$ cat src/rtl/alu_pkg.sv
// Shared opcode definitions for the execute-stage ALU.
package alu_pkg;

    localparam int ALU_SEL_W = 4;

    localparam logic [ALU_SEL_W-1:0] ALU_ADD = 4'b0000;
    localparam logic [ALU_SEL_W-1:0] ALU_SUB = 4'b0001;
    localparam logic [ALU_SEL_W-1:0] ALU_AND = 4'b0010;
    localparam logic [ALU_SEL_W-1:0] ALU_OR  = 4'b0011;
    localparam logic [ALU_SEL_W-1:0] ALU_XOR = 4'b0100;

endpackage

$ cat src/rtl/alu_addsub.sv
// Combinational adder/subtractor sharing one carry chain.
// Subtraction is a + ~b + ~cin; the carry out is inverted so that c reports
// a borrow (unsigned a < b + cin) rather than a carry.
module alu_addsub
    import alu_pkg::*;
#(
    parameter int BUS_SIZE = 32
) (
    input  logic [BUS_SIZE-1:0] a,
    input  logic [BUS_SIZE-1:0] b,
    input  logic                cin,
    input  logic                sub,
    output logic [BUS_SIZE-1:0] sum,
    output logic                c
);

    logic [BUS_SIZE-1:0] bOp;
    logic                cinOp;
    logic [BUS_SIZE:0]   total;

    // Condition operand and carry-in, then add in BUS_SIZE+1 bits so the MSB is the carry.
    always_comb begin
        bOp   = sub ? ~b : b;
        cinOp = sub ? ~cin : cin;
        total = {1'b0, a} + {1'b0, bOp} + {{BUS_SIZE{1'b0}}, cinOp};
        sum   = total[BUS_SIZE-1:0];
        c     = total[BUS_SIZE] ^ sub;
    end

endmodule

$ cat src/rtl/alu.sv
// Registered 32-bit integer ALU for the MIPS32 execute stage.
// One-cycle latency, no handshake: a new operation may be issued every cycle.
module alu
    import alu_pkg::*;
#(
    parameter int BUS_SIZE = 32
) (
    input  logic                 clk,
    input  logic                 rst_n,
    input  logic [BUS_SIZE-1:0]  A,
    input  logic [BUS_SIZE-1:0]  B,
    input  logic [ALU_SEL_W-1:0] selector,
    input  logic                 carryIn,
    output logic [BUS_SIZE-1:0]  R,
    output logic                 flagZ,
    output logic                 flagN,
    output logic                 flagC
);

    logic [BUS_SIZE-1:0] arithSum;
    logic                arithCarry;
    logic                isSub;
    logic [BUS_SIZE-1:0] resNext;
    logic                carryNext;
    logic                zeroNext;
    logic                negNext;

    assign isSub = (selector == ALU_SUB);

    alu_addsub #(
        .BUS_SIZE(BUS_SIZE)
    ) uAddSub (
        .a   (A),
        .b   (B),
        .cin (carryIn),
        .sub (isSub),
        .sum (arithSum),
        .c   (arithCarry)
    );

    // Operation mux; unused codes yield zero result and clear carry.
    always_comb begin
        resNext   = '0;
        carryNext = 1'b0;
        case (selector)
            ALU_ADD, ALU_SUB: begin
                resNext   = arithSum;
                carryNext = arithCarry;
            end
            ALU_AND: resNext = A & B;
            ALU_OR:  resNext = A | B;
            ALU_XOR: resNext = A ^ B;
            default: begin
                resNext   = '0;
                carryNext = 1'b0;
            end
        endcase
        zeroNext = (resNext == '0);
        negNext  = resNext[BUS_SIZE-1];
    end

    // Output register bank; reset clears result and all flags (flagZ included).
    always_ff @(posedge clk or negedge rst_n) begin
        if (!rst_n) begin
            R     <= '0;
            flagZ <= 1'b0;
            flagN <= 1'b0;
            flagC <= 1'b0;
        end else begin
            R     <= resNext;
            flagZ <= zeroNext;
            flagN <= negNext;
            flagC <= carryNext;
        end
    end

endmodule

$ cat config.mk
export PLATFORM = sky130hd
export DESIGN_NAME = alu
export DESIGN_NICKNAME = d
export VERILOG_FILES = /design/src/rtl/alu_pkg.sv /design/src/rtl/alu_addsub.sv /design/src/rtl/alu.sv
export SDC_FILE = /design/constraint.sdc
export NUM_CORES = 1
export LEC_CHECK = 0
export ABC_AREA = 1
export CAP_MARGIN = 5
export CORE_MARGIN = 2
export CORE_UTILIZATION = 30
export CTS_CLUSTER_SIZE = 8
export DETAILED_ROUTE_END_ITERATION = 8
export GPL_ROUTABILITY_DRIVEN = 0
export PLACE_DENSITY = 0.57
export SYNTH_ARGS = -nofsm -noshare
export SYNTH_HDL_FRONTEND = slang
export SYNTH_SLANG_ARGS = --single-unit
$ cat constraint.sdc
create_clock -name clk -period 0.8 [get_ports clk]
set_clock_uncertainty 0.2 [all_clocks]
set_input_delay 0.16 -clock clk [delete_from_list [all_inputs] [get_ports clk]]
set_output_delay 0.16 -clock clk [all_outputs]
set_load 0.05 [all_outputs]
==> results of run 1 <==
-- state kept, by name, summed over array words and instances, names as in the netlist --
name,flops
R,32
flagC,1
flagZ,1
-- worst paths after layout --
check,from,endpoint,depth (start not counted)
max in group asynchronous,rst_n,R[22],2
setup / recovery,selector[3],flagZ,24
hold / removal,rst_n,R[0],2
min in group clk,selector[1],flagC,6
-- metrics by stage --
step           power, mW  hold WS [ps]
2_1_floorplan       5.13          -336
3_3_place_gp        7.94           363
3_5_place_dp        7.98           349
4_1_cts             10.4          67.9
5_1_grt             11.7          77.3
6_report            11.0          60.5
-- critical path: stages --
cell     delay (ps)
buf_12          110
inv_12           40
nand2_4          50
nor2_4          160
nand2_8         110
buf_12          170
buf_12          150
xor2_1          150
ha_1            390
nand2_2         160
inv_1            50
nand2_1          60
nand3_1         110
inv_1            70
nand2_1          50
a21oi_2         140
nand3_1          90
nand2_1          60
nor2_1           50
nor2_2          130
nand2_1          70
nor2_1          100
nand2_1          70
nor2_1           90
-- layout by cell type (no fill, tap or decap), types with 4 or more instances in the layout --
| master | synthesis | layout |
|---|---|---|
| inv_1 | 200 | 186 |
| nand2_1 | 256 | 181 |
| buf_4 | 4 | 175 |
| ha_1 | 95 | 83 |
| nand3_1 | 99 | 80 |
| nand2_2 | 17 | 74 |
| clkdlybuf4s50_1 | 0 | 60 |
| buf_12 | 0 | 46 |
| dfrtp_2 | 0 | 33 |
| a21oi_1 | 46 | 31 |
| nor2_1 | 60 | 29 |
| xor2_1 | 33 | 28 |
| o21ai_0 | 30 | 26 |
| nor2_2 | 9 | 24 |
| nor2_4 | 2 | 18 |
| nand3_2 | 3 | 18 |
| nand2_4 | 0 | 17 |
| a21oi_2 | 2 | 16 |
| nand3b_1 | 16 | 16 |
| inv_2 | 2 | 13 |
| buf_6 | 1 | 13 |
| nand4_1 | 10 | 10 |
| ha_2 | 0 | 7 |
| dlygate4sd2_1 | 0 | 6 |
| ha_4 | 0 | 5 |
| clkbuf_16 | 0 | 5 |
| o21ai_1 | 0 | 4 |
| nand3_4 | 0 | 4 |
-- cell families (layout without fill, tap and decap cells) --
family	Yosys count	count (layout)	synth area share, %
AOI/OAI and AO/OA	84	84	7.64
xor gates and xnor gates	34	34	5.11
adders and majority gates	97	97	21.1
buffers and inverters	221	512	14.8
DFF	34	34	14.6
and+or+nand+nor	481	481	36.8
-- layout make-up --
cell class                 instances  area (µm²)
clock buffer                       7         143
inverter                         202         781
tap                              260         325
timing repair buffer             302        3050
multi-input combinational        696        4940
fill                            1800        8750
clock inverter                     1        5.00
sequential                        34         892
-- metal layers --
metal	share of wire (%)	GRT usage, %
met5	0	0
met4	1.2	3.72
met3	5.6	1.53
met2	46	31.9
met1	48	26.9
-- power groups by stage --
stage          sequential, mW  combinational (mW)  clock (mW)
6_report                 2.02                7.05        1.88
5_1_grt                  2.04                7.66        2.01
4_1_cts                  2.03                6.48        1.93
3_5_place_dp             2.06                5.93           0
3_3_place_gp             2.05                5.89           0
2_1_floorplan            2.50                2.63           0
-- what timing repair did --
item / 4_1_cts / 5_1_grt
buffers inserted: 18 / 11
resized for setup: 154 / 100
setup endpoints to repair: 69 / 69
pin swaps: 32 / 52
==> results.json, run 1 <==
{
  "status": "finished, violations left",
  "failed_checks": "negative setup slack",
  "min_period_ps": 2790,
  "htreeDepth": 2,
  "area_growth_pct": 74.0,
  "finalSetupViolations": 69,
  "grt_overflow": 0,
  "synth.net_count": 1119,
  "p_comb_share_pct": 64.4,
  "grt_max_degree": 35,
  "yosysUniqueCellTypes": 32,
  "maxSlewHeadroom_pct": 65.8,
  "dieArea_um2": 20600,
  "place_area_um2": 8970,
  "period_share_pct": 349,
  "syn_avg_cell_area_um2": 6.13,
  "synth-edff-count": 0,
  "grt_antenna_before_repair": 0,
  "wl_um": 19700,
  "tightest_slew_ps": 512,
  "clk_pin_slew_ps": 50,
  "grtUsageTotal_pct": 19.0,
  "drc": 0,
  "cp.required_ps": 810,
  "synth.ff_latch_count": 34,
  "ys.flop_type": "dfrtp_1",
  "drtPass1Iterations": 5,
  "rsz0062_at_grt": "true",
  "syn_inst": 951,
  "p_clk_share_pct": 17.1,
  "diodes": 0,
  "dpl_worst_slack_ps": -2950,
  "vias_per_cell": 4.52,
  "grt_pass1_wl_um": 31200,
  "numPortBuffers": 105,
  "stdcell_count": 1502,
  "power_density_nw_per_um2": 1080,
  "max-clock-path-buffers": 2,
  "cts_buffers": 5,
  "clkSinkCount": 34,
  "tritoncts": "built",
  "final_util_pct": 53.7,
  "ios": 106,
  "routedWlPerCell_um": 13.1,
  "fmax_mhz": 358,
  "fp.dieH_um": 143,
  "cp-start-kind": "input port",
  "ys.warnings.count": 0,
  "core_area_um2": 18900,
  "p_leak_nw": 5.32,
  "critical_path.max_fanout": 12,
  "critPathKind": "in -> reg",
  "seq_power_share_pct": 18.5,
  "yosysTopAreaCell": "ha_1",
  "dp.final_hpwl_um": 16100,
  "switching_power_mw": 4.53,
  "holdBufCountCts": 0,
  "async_reset_ff_share_pct": 100,
  "final_nets": 1409,
  "layout_setup_ws_ps": -1990,
  "synth_commonest_cells": "nand2_1, inv_1, nand3_1, ha_1, nor2_1",
  "ir_worst_vdd_mv": 0.679,
  "setup_tns_ps": -68560,
  "yosysTopAreaCellShare_pct": 20.4,
  "rows": 50,
  "dr.first_iter.drc_count": 319,
  "sw_frac_of_total_pct": 41.4,
  "cts-root-buf": "clkbuf_16",
  "syn_area_um2": 5830,
  "final_max_slew_viol_count": 0,
  "die_x_um": 143,
  "final_layout_size_suffix_gt1_share_pct": 39.7,
  "critPathArrivalTime_ps": 2800,
  "cp-end-kind": "register",
  "p_int_mw": 6.42,
  "final_antenna_net_count": 0,
  "place_inst": 1465,
  "yosysSeqAreaShare_pct": 14.6,
  "synth_most_common_cell": "nand2_1",
  "hold_path_class": "in -> async",
  "max-cap-violations": 0,
  "finalHoldViolCount": 0,
  "grt_pass1_vias": 6401,
  "start_util_pct": 30.8,
  "synth.area.top_cells": "ha_1, nand2_1, dfrtp_1",
  "dr_total_vias": 6794,
  "stdcell_area_um2": 10100
}
(Power assumes the default switching activity.)
==> run 2, diff against run 1 <==
ABC_AREA = 0   (was 1)
PLACE_DENSITY = 0.56   (was 0.57)
clock period = 3.08 ns   (was 0.8 ns; I/O delays follow)
==> results.json, run 2 <==
{
  "tightest_slew_ps": 840,
  "cp-end-kind": "register",
  "fp.dieH_um": 137,
  "critical_path.max_fanout": 3,
  "largest_reg_flops": 32,
  "dr.first_iter.drc_count": 253,
  "synth.ff_latch_count": 34,
  "yosysTopAreaCellShare_pct": 22.5,
  "synthAdderAreaFrac_pct": 23.3,
  "cts_buffers": 5,
  "htreeDepth": 2,
  "grt_antenna_before_repair": 0,
  "yosysTopAreaCell": "ha_1",
  "diodes": 0,
  "dieArea_um2": 18600,
  "p_comb_share_pct": 61.9,
  "cp.required_ps": 3110,
  "drc": 0,
  "holdBufCountCts": 0,
  "p_int_mw": 1.64,
  "maxSlewHeadroom_pct": 44.0,
  "critPathKind": "in -> reg",
  "final_max_slew_viol_count": 0,
  "p_leak_nw": 4.30,
  "syn_avg_cell_area_um2": 7.74,
  "grt_max_degree": 52,
  "rsz0062_at_grt": "true",
  "final_nets": 1148,
  "max-cap-violations": 0,
  "synth_compound_area_share_pct": 22.1,
  "syn_area_um2": 5270,
  "final-seq-area_um2": 851,
  "wl_um": 18500,
  "wl_met3_um": 704,
  "final_util_pct": 51.8,
  "layout_setup_ws_ps": -1010,
  "reg.largest.list": "R: 32 flops, flagC: 1 flops, flagZ: 1 flops",
  "grtUsageTotal_pct": 19.9,
  "layout_commonest_cell": "buf_4",
  "tritoncts": "built",
  "place_area_um2": 8050,
  "final_layout_size_suffix_gt1_share_pct": 33.6,
  "finalHoldViolCount": 0,
  "drtPass1Iterations": 4,
  "switching_power_mw": 1.11,
  "ios": 106,
  "routedWlPerCell_um": 15.4,
  "period_share_pct": 133,
  "synth.net_count": 849,
  "ir_worst_vdd_mv": 0.209,
  "async_reset_ff_share_pct": 100,
  "grt_pass1_vias": 5848,
  "final_antenna_net_count": 0,
  "max-clock-path-buffers": 2,
  "core_area_um2": 17200,
  "area_growth_pct": 69.3,
  "synth_xor_area_share_pct": 8.14,
  "power_density_nw_per_um2": 308,
  "start_util_pct": 30.6,
  "muxShareOfSynthArea_pct": 3.82,
  "numPortBuffers": 105,
  "synth_commonest_cells": "ha_1, inv_1, nand2_1, a21oi_1, nor2_1",
  "fin_hold_ws_ps": 216,
  "die_x_um": 137,
  "p_total_mw": 2.75,
  "multi_input_area_um2": 4490,
  "grt_pass1_wl_um": 28900,
  "min_period_ps": 4090,
  "num-fill-cells": 1648,
  "dr_total_vias": 5914,
  "synthSimpleGateAreaFrac_pct": 16.7,
  "yosysSeqAreaShare_pct": 16.1,
  "yosysUniqueCellTypes": 63,
  "wl_met2_um": 9540,
  "synth.area.top_cells": "ha_1, dfrtp_1, xnor2_1",
  "sw_frac_of_total_pct": 40.4,
  "cp-start-kind": "input port",
  "dp.final_hpwl_um": 14400,
  "largest-register": "R",
  "failed_checks": "negative setup slack",
  "syn_inst": 681,
  "clk_pin_slew_ps": 60,
  "mostFrequentLayoutCells": "buf_4, clkdlybuf4s50_1, ha_1",
  "cts-root-buf": "clkbuf_16",
  "rows": 48,
  "vias_per_cell": 4.90,
  "stdcell_area_um2": 8920,
  "status": "finished, violations left",
  "synth_top_family_by_area": "adder cells",
  "ys.flop_type": "dfrtp_1",
  "ys.warnings.count": 0,
  "finalSetupViolations": 26,
  "setup_tns_ps": -9640,
  "p_clk_share_pct": 20.0,
  "highest-signal-layer": "met4",
  "hold_path_class": "in -> async",
  "synth_most_common_cell": "ha_1",
  "grt_overflow": 0,
  "clkSinkCount": 34,
  "met1Wirelength_um": 7970,
  "seq_power_share_pct": 18.1,
  "synth-edff-count": 0,
  "fmax_mhz": 244,
  "critPathArrivalTime_ps": 4120
}
==> run 2: changes by cell type after synthesis, moves of 19 or more <==
cell     before  now
xor2_1       33    9
nand3_1      99    9
inv_1       200   88
nand2_1     256   56
mux2i_1       0   19
xnor2_1       1   40
==> run 2: worst max path at each step <==
stage	start	slack [ps]	end	depth (start not counted)
final	selector[2]	-1010	flagZ	16
after global routing	selector[2]	-1150	flagZ	16
after CTS	selector[2]	-1000	flagZ	16
after detailed placement	selector[2]	-1970	flagZ	15
after global placement	selector[2]	-1890	flagZ	17
after floorplan	selector[0]	-1720	flagZ	20
==> run 2: area by class of cell <==
type	instances	area share, %
inverter	88	3.70
timing repair buffer	330	31.6
clock inverter	2	0.140
sequential	34	9.53
clock buffer	6	1.56
multi-input combinational	521	50.4
tap	225	3.15
==> run 2: timing repair <==
item	CTS	global route
hold endpoints to repair	0	0
pin swaps	24	17
setup buffers	14	10
gates resized for setup	75	51
gates cloned	1	0
endpoints found under the setup margin	29	28
==> run 2: stage by stage <==
stage | worst slack, ps | instances
floorplan | -1720 | 681
global placement | -1890 | 1176
global route | -1150 | 1206
detailed placement | -1970 | 1176
finish | -1010 | 1206
CTS | -998 | 1198
==> run 2: kinds of logic (layout without fill, tap and decap cells) <==
group	after synthesis	after routing
adder cells (fa/ha/maj)	97	97
multiplexers	20	20
XOR/XNOR	49	49
buffers and inverters	126	426
AO/OA/AOI/OAI	176	176
AND/OR/NAND/NOR	179	179
flip-flops	34	34
==> run 2: critical path, stage by stage <==
cell and delay [ps]:
buf_6 100, nor3_4 180, and2_4 200, buf_12 110, xnor2_4 110, fa_2 250, inv_2 40, fa_2 520
o22ai_2 70, a22o_1 250, or3_1 360, or4_4 420, or4_4 450, nor4_4 180, nand4b_1 150, nor3_2 120
==> run 2: power groups by stage <==
stage | clock [mW] | sequential (mW) | combinational [mW]
floorplan | 0 | 0.656 | 0.647
global placement | 0 | 0.508 | 1.47
detailed placement | 0 | 0.507 | 1.48
CTS | 0.561 | 0.499 | 1.59
global route | 0.568 | 0.502 | 1.84
finish | 0.549 | 0.498 | 1.70
==> run 2: routing by layer <==
metal	GRT usage, %	vias to the layer above
li1	-	2987
met2	37.5	116
met5	0	-
met1	23.7	2786
met4	4.86	0
met3	2.74	25
==> run 3, diff against run 2 <==
CELL_PAD_IN_SITES_DETAIL_PLACEMENT = 0   (was default)
CELL_PAD_IN_SITES_GLOBAL_PLACEMENT = 1   (was default)
PLACE_DENSITY = 0.71   (was 0.56)
==> results.json, run 3 (synthesis gave the netlist of run 2 again) <==
{
  "status": "finished, violations left",
  "failed_checks": "negative setup slack",
  "core_area_um2": 17200,
  "dr.first_iter.drc_count": 258,
  "dp.final_hpwl_um": 15500,
  "rows": 48,
  "routedWlPerCell_um": 17.2,
  "htreeDepth": 2,
  "min_period_ps": 4120,
  "cp-end-kind": "register",
  "start_util_pct": 30.6,
  "final_antenna_net_count": 0,
  "cts_buffers": 5,
  "dpl_worst_slack_ps": -2040,
  "power_density_nw_per_um2": 312,
  "final_util_pct": 54.2,
  "grt_max_degree": 52,
  "wl_um": 20800,
  "final_layout_size_suffix_gt1_share_pct": 37.4,
  "cp.buffers_inverters": 4,
  "drc": 0,
  "layout_commonest_cell": "buf_4",
  "fmax_mhz": 243,
  "largest_reg_flops": 32,
  "final_nets": 1151,
  "finalSetupViolations": 28,
  "cp.required_ps": 3100,
  "vias_per_cell": 5.20,
  "die_x_um": 137,
  "maxSlewHeadroom_pct": 41.5,
  "clkSinkCount": 34,
  "rsz0062_at_grt": "true",
  "diodes": 0,
  "setup_tns_ps": -10750,
  "critical_path.max_fanout": 6,
  "max-clock-path-buffers": 2,
  "ios": 106,
  "cp-start-kind": "input port",
  "crit_start": "selector[1]",
  "tritoncts": "built",
  "drtPass1Iterations": 5,
  "layout_setup_ws_ps": -1040,
  "hold_path_class": "in -> async",
  "holdBufCountCts": 0,
  "numPortBuffers": 105,
  "finalHoldViolCount": 0,
  "slowest_stage": "or4_1",
  "final_max_slew_viol_count": 0,
  "grt_pass1_vias": 6407,
  "grt_overflow": 0,
  "final-seq-area_um2": 851,
  "period_share_pct": 134,
  "fp.dieH_um": 137,
  "critPathArrivalTime_ps": 4130,
  "multi_input_area_um2": 4810,
  "critPathKind": "in -> reg",
  "area_growth_pct": 77.1,
  "clk_pin_slew_ps": 60,
  "largest-register": "R",
  "cp_cell_sequence": "buf_8, nor3_4, and2_4, buf_8, buf_4, xnor2_1, ha_1, buf_4, o211a_1, o31a_1, o21ba_4, a211o_1, a21oi_2, xor2_1, o221ai_1, or4_1, nor3_2",
  "cp_slowest_stage_delay_ps": 570,
  "dr_total_vias": 6285,
  "grtUsageTotal_pct": 21.4,
  "cts-root-buf": "clkbuf_16",
  "mostFrequentLayoutCells": "buf_4, clkdlybuf4s50_1, ha_1",
  "tightest_slew_ps": 877,
  "ir_worst_vdd_mv": 0.220,
  "num-fill-cells": 1506,
  "grt_antenna_before_repair": 0,
  "dieArea_um2": 18600,
  "crit_family": "compound AO/OA/AOI/OAI gates",
  "max-cap-violations": 0,
  "p_leak_nw": 4.44,
  "grt_pass1_wl_um": 31200,
  "reg.largest.list": "R: 32 flops, flagC: 1 flops, flagZ: 1 flops"
}
run 3: cell types whose count changed in the layout (fill, tap and decap cells not counted), sizes merged:
cell | previous run | this run
clkdlybuf4s50 | 99 | 98
buf | 230 | 233
dlygate4sd2 | 1 | 2
run 3: per-stage QoR:
stage	instance area (µm²)	std cells	total power, mW	hold WS [ps]
after CTS	8660	1184	2.70	278
after floorplan	5460	681	1.30	120
final	9340	1209	2.91	242
after detailed placement	7910	1159	1.98	595
after global placement	7910	1159	1.95	584
after global routing	9340	1209	3.07	313
run 3: repair_timing:
action | 4_1_cts | 5_1_grt
resized for setup | 115 | 93
pin swaps | 47 | 66
setup buffers | 23 | 28
endpoints found under the setup margin | 30 | 28
run 3: final timing paths:
kind                       slack (ps)  cells after the start  endpoint
min in group clk                  700                      4      R[6]
max in group asynchronous        1890                      1     R[21]
setup / recovery                -1040                     17     flagZ
hold / removal                    240                      1     R[25]
run 3: power by group:
part           internal (mW)  switching [mW]  leakage, nW
Clock                  0.321           0.236       0.0729
Sequential             0.487          0.0124        0.454
Combinational          0.898           0.954         3.91
Total                   1.71            1.20         4.44
run 3: metal layers:
metal	track usage, %	routed length [µm]
met5	0	0
met4	7.47	621
met3	3.59	846
met2	40.0	11000
met1	24.2	8300
run 3: cell type report:
| type | count | area share [%] |
|---|---|---|
| clock buffers | 6 | 1.49 |
| inverters | 88 | 3.54 |
| clock inverters | 2 | 0.134 |
| repair buffers | 333 | 31.2 |
| well taps | 225 | 3.01 |
| flip-flops and latches | 34 | 9.11 |
| multi-input cells | 521 | 51.5 |
==> variant 1 (flow settings as in run 1) <==
`BUS_SIZE` is set to 32 in 2 places; all go to 64.
--- a/src/rtl/alu_addsub.sv
+++ b/src/rtl/alu_addsub.sv
@@ -4,7 +4,7 @@
 module alu_addsub
     import alu_pkg::*;
 #(
-    parameter int BUS_SIZE = 32
+    parameter int BUS_SIZE = 64
 ) (
     input  logic [BUS_SIZE-1:0] a,
     input  logic [BUS_SIZE-1:0] b,
--- a/src/rtl/alu.sv
+++ b/src/rtl/alu.sv
@@ -3,7 +3,7 @@
 module alu
     import alu_pkg::*;
 #(
-    parameter int BUS_SIZE = 32
+    parameter int BUS_SIZE = 64
 ) (
     input  logic                 clk,
     input  logic                 rst_n,
Interface: changed (resized A, B and R); port bits go from 106 to 202. The function was not compared with the original's and may differ.
==> variant 1 against run 1 <==
The flow finishes with violations (hold timing, setup timing). Sequential share of layout area decreased by 0.52 points. Design area rose by 110%. Area after synthesis is 110% higher. Routed wire length grew to 2.6 times the old value. Critical endpoint unchanged. Total power up 120%. Critical path type unchanged. Worst setup slack got worse by 0.49 ns. Clock power grew 140%. Sequential cell count up 32.
==> variant 1: results (changes against run 1) <==
Top delay family on crit path: simple AND/OR/NAND/NOR gates (unchanged)
clock root cell: clkbuf_16 (unchanged)
critical path arrival: 3.40 ns (was 2.80 ns)
biggest regs: R x64, flagC x1, flagZ x1 (was R x32, flagC x1, flagZ x1)
nets: 2,994 (was 1,409)
ANT cells: 0 (unchanged)
FMAX: 304.3 MHz (was 358.2 MHz)
share of layout cells above drive strength 1: 0.3673 (was 0.3969)
CP peak stage delay: 0.39 ns (about the same)
CP max stage cell: fa_2 (was ha_1)
GR Util All Layers: 0.2382 (was 0.1902)
status: finished with violations (unchanged)
met2 Use GR: 0.3900 (was 0.3185)
Synth top cells by count: nand2_1 (721), inv_1 (475), ha_1 (191), nor2_1 (191), nand3_1 (97) (was nand2_1 (256), inv_1 (200), nand3_1 (99))
Max-slew headroom: 0.4258 (was 0.6582)
Max IR drop VDD: 1.122 mV (was 0.6785 mV)
Synthesis Warnings: 0 (unchanged)
hold buffers post-CTS: 1 (was 0)
Clk pin slew, worst setup/hold paths: 0.07 ns (was 0.05 ns)
final hold vios: 2 (was 0)
register area share after synthesis: 0.1359 (was 0.1460)
leakage power: 11.64 nW (was 5.325 nW)
worst slack after detailed placement: -3.664 ns (was -2.951 ns)
DR vias: 15,230 (was 6,794)
met3 Resource Use GR: 0.03864 (was 0.01533)
largest net degree at the start of global routing: 59 (was 35)
Yosys cell types: 38 (was 32)
initial antenna violation count: 0 (unchanged)
final worst setup slack: -2.486 ns (was -1.992 ns)
failing checks: hold timing, setup timing (was setup timing)
met1 Usage GRT: 0.3154 (was 0.2685)
final count of negative-setup-slack endpoints: 197 (was 69)
WL final: 51.48 mm (was 19.73 mm)
H-Tree Depth: 3 (was 2)
first-pass GRT wire length: 77.47 mm (was 31.24 mm)
HP Class: in2async (unchanged)
CTS max path bufs: 2 (unchanged)
number of buffers created by CTS: 9 (was 5)
FILL cells: 3,890 (was 1,800)
DP HPWL: 41.00 mm (was 16.11 mm)
Critical Path Fanout Max: 7 (was 12)
hold_ws: -0.03043 ns (was 0.06050 ns)
Syn Nets: 2,421 (was 1,119)
1st-pass router iterations: 7 (was 5)
initial drt markers: 998 (was 319)
Port Buffers: 201 (was 105)
crit path from: selector[2] (was selector[3])
setup TNS: -160.40 ns (was -68.56 ns)
Synth area leaders: nand2_1 (22%), ha_1 (20%), inv_1 (15%) (was ha_1 (20%), nand2_1 (16%), dfrtp_1 (15%))
Main synth FF type: dfrtp_1 (unchanged)
-- variant 1: power breakdown --
part | internal [mW] | total (mW) | switching, mW
combinational | 6.86 | 15.3 | 8.48
clock | 2.72 | 4.54 | 1.82
sequential | 3.68 | 3.94 | 0.255
total | 13.3 | 23.8 | 10.6
-- variant 1: layer usage --
metal,wire [µm],vias up
met5,0,-
met4,1919,0
met3,3627,107
met2,23650,510
met1,22290,7098
li1,-,7516
-- variant 1: cell families (layout without fill, tap and decap cells) --
group,after synthesis,after routing,share of synthesized area
AOI/OAI and AO/OA,140,140,0.07619
xor gates and xnor gates,67,67,0.04829
adders and majority gates,193,193,0.1999
DFF,66,66,0.1359
and+or+nand+nor,1106,1107,0.3771
buffers and inverters,521,1098,0.1626
-- variant 1: stage by stage --
step	total power, mW	std cells	util	hold slack, ns	instance area [µm²]
floorplan	10.35	2093	-	-0.3356	12480
global placement	16.40	3106	0.4549	-0.2088	18120
detailed placement	16.56	3106	0.4549	-0.2074	18120
CTS	22.41	3165	0.4931	-0.03712	19640
global route	25.27	3196	0.5256	-0.02569	20930
finish	23.81	3196	0.5256	-0.03043	20930
-- variant 1: worst paths after layout --
path / endpoint / slack, ns / cells after the start
max: flagZ / -2.49 / 25
min: R[0] / -0.03 / 2
max in group asynchronous: R[60] / -0.12 / 3
min in group clk: R[2] / 0.27 / 6
-- variant 1: area by class of cell --
cell class	count	share of cell area
Timing Repair Buffer	593	0.2871
Multi-Input combinational cell	1507	0.4952
Clock buffer	9	0.01076
Tap cell	525	0.03138
Sequential cell	66	0.08280
Clock inverter	7	0.004483
Inverter	489	0.08829
-- variant 1: repair_timing --
item | CTS | global route
setup endpoints to repair | 133 | 197
buffers inserted | 39 | 32
gates cloned | 4 | 1
endpoints found under the hold margin | 66 | 2
pin swaps | 66 | 128
resized for setup | 252 | 271
==> variant 2 (flow settings as in run 1) <==
Made on the original files. Remove the register `R`: a continuous assignment takes its place, so the output `R` follows one clock earlier.
--- a/src/rtl/alu.sv
+++ b/src/rtl/alu.sv
@@ -62,17 +62,17 @@
     // Output register bank; reset clears result and all flags (flagZ included).
     always_ff @(posedge clk or negedge rst_n) begin
         if (!rst_n) begin
-            R     <= '0;
             flagZ <= 1'b0;
             flagN <= 1'b0;
             flagC <= 1'b0;
         end else begin
-            R     <= resNext;
             flagZ <= zeroNext;
             flagN <= negNext;
             flagC <= carryNext;
         end
     end
 
+    assign R = resNext;
+
 endmodule
 
Check against the original RTL: not equivalent (a bounded check fails within 4 cycles, from zero or initial values and one cycle with rst_n low).
==> variant 2 against run 1 <==
The flow finishes with violations (hold timing, setup timing). Final cell count down 8.1%. Critical path depth is 2 lower. Worst setup slack worse by 0.36 ns. Fmax is 11% lower. Synthesized cell count shrank 8.7%. Routed wire length down 10%. Area after synthesis fell by 17%. Total power shrank 23%. Sequential power shrank 92%. Global-route usage up 1.2 points. Design area decreased by 6.4%. Sequential cell count down 31. Critical endpoint is now R[30]. Highest routed layer unchanged.
==> variant 2: results (changes against run 1) <==
WL final: 17.69 mm (was 19.73 mm)
mux cell area share after synthesis: 0 (unchanged)
setup repair bufs after CTS: 23 (was 18)
GR Util All Layers: 0.2018 (was 0.1902)
ANT cells: 0 (unchanged)
Yosys cell types: 35 (was 32)
H-Tree Depth: 1 (was 2)
Slew @ Worst Pin: 0.6494 ns (was 0.5121 ns)
setup TNS: -78.10 ns (was -68.56 ns)
Inst Count DP: 1,343 (was 1,465)
initial drt markers: 235 (was 319)
number of global-route vias before repair: 6,299 (was 6,401)
Clk pin slew, worst setup/hold paths: 0.03 ns (was 0.05 ns)
biggest regs: flagC x1, flagN x1, flagZ x1 (was R x32, flagC x1, flagZ x1)
Compound-Gate Fraction of Synth Area: 0.09192 (was 0.07643)
Main synth FF type: dfrtp_1 (unchanged)
CTS max path bufs: 2 (unchanged)
FILL cells: 1,455 (was 1,800)
CP max stage cell: ha_4 (was ha_1)
final hold vios: 3 (was 0)
DP HPWL: 14.12 mm (was 16.11 mm)
crit path from: selector[3] (unchanged)
register area share after synthesis: 0.01545 (was 0.1460)
Critical Path Fanout Max: 8 (was 12)
Synth top cells by count: nand2_1 (266), inv_1 (188), ha_1 (95) (was nand2_1 (256), inv_1 (200), nand3_1 (99))
Top delay family on crit path: simple AND/OR/NAND/NOR gates (unchanged)
final worst setup slack: -2.352 ns (was -1.992 ns)
number of buffers created by CTS: 3 (was 5)
Port Buffers: 105 (unchanged)
final count of negative-setup-slack endpoints: 38 (was 69)
status: finished with violations (unchanged)
Syn Nets: 1,036 (was 1,119)
Synthesis Warnings: 0 (unchanged)
failing checks: hold timing, setup timing (was setup timing)
share of layout cells above drive strength 1: 0.4266 (was 0.3969)
initial antenna violation count: 1 (was 0)
syn_area_per_cell: 5.599 µm² (was 6.128 µm²)
fin cells: 1,381 (was 1,502)
HP Class: in2async (unchanged)
Synth Area in XOR/XNOR: 0.06488 (was 0.05109)
largest net degree at the start of global routing: 28 (was 35)
Async S/R FF share, synth: 1.000 (unchanged)
CP peak stage delay: 0.35 ns (was 0.39 ns)
first-pass GRT wire length: 29.43 mm (was 31.24 mm)
Resized cells post-CTS: 152 (was 154)
post-synthesis adder-cell area fraction: 0.2528 (was 0.2108)
1st-pass router iterations: 5 (unchanged)
vias per cell: 4.545 (was 4.523)
Synth area leaders: ha_1 (24%), nand2_1 (21%), inv_1 (15%) (was ha_1 (20%), nand2_1 (16%), dfrtp_1 (15%))
leakage power: 5.033 nW (was 5.325 nW)
Max IR drop VDD: 1.302 mV (was 0.6785 mV)
critical path arrival: 2.79 ns (was 2.80 ns)
hold_ws: -0.07854 ns (was 0.06050 ns)
clock root cell: clkbuf_16 (unchanged)
==> variant 2: cell families after synthesis <==
kind of cell | Yosys count
compound gates | 66
xor+xnor | 36
fa+ha+maj | 97
buf+inv | 209
flops | 3
simple gates | 457
==> variant 2: power breakdown <==
part	internal, mW	switching (mW)
Combinational	3.56	3.93
Clock	0.658	0.140
Sequential	0.161	0.00664
==> variant 2: worst max-delay path by stage <==
| stage | cells past startpoint | end | slack (ns) |
|---|---|---|---|
| 2_1_floorplan | 20 | flagZ | -2.44 |
| 3_3_place_gp | 25 | flagZ | -2.99 |
| 3_5_place_dp | 25 | flagZ | -3.03 |
| 4_1_cts | 22 | R[28] | -2.30 |
| 5_1_grt | 22 | R[30] | -2.47 |
| 6_report | 22 | R[30] | -2.35 |
==> variant 2: metal layers <==
metal / vias to the layer above / global-route usage / part of all wire
li1: 3284 / - / -
met1: 2813 / 0.2772 / 0.48
met2: 153 / 0.3421 / 0.45
met3: 26 / 0.02739 / 0.054
met4: 0 / 0.03140 / 0.017
met5: - / 0 / 0
==> variant 2: layout make-up <==
type / instances / area, µm² / share of cell area
multi-input combinational: 657 / 5130 / 0.5405
timing repair buffer: 307 / 3199 / 0.3371
tap: 216 / 270.3 / 0.02847
clock buffer: 4 / 78.83 / 0.008305
inverter: 194 / 735.7 / 0.07751
sequential: 3 / 77.57 / 0.008173
==> variant 2: per-stage QoR <==
| step | instance area, µm² | total power, mW | setup WS (ns) |
|---|---|---|---|
| floorplan | 5295 | 3.501 | -2.444 |
| global route | 9492 | 9.122 | -2.469 |
| CTS | 9047 | 7.925 | -2.305 |
| detailed placement | 8227 | 6.346 | -3.028 |
| global placement | 8227 | 6.301 | -2.993 |
| finish | 9492 | 8.458 | -2.352 |
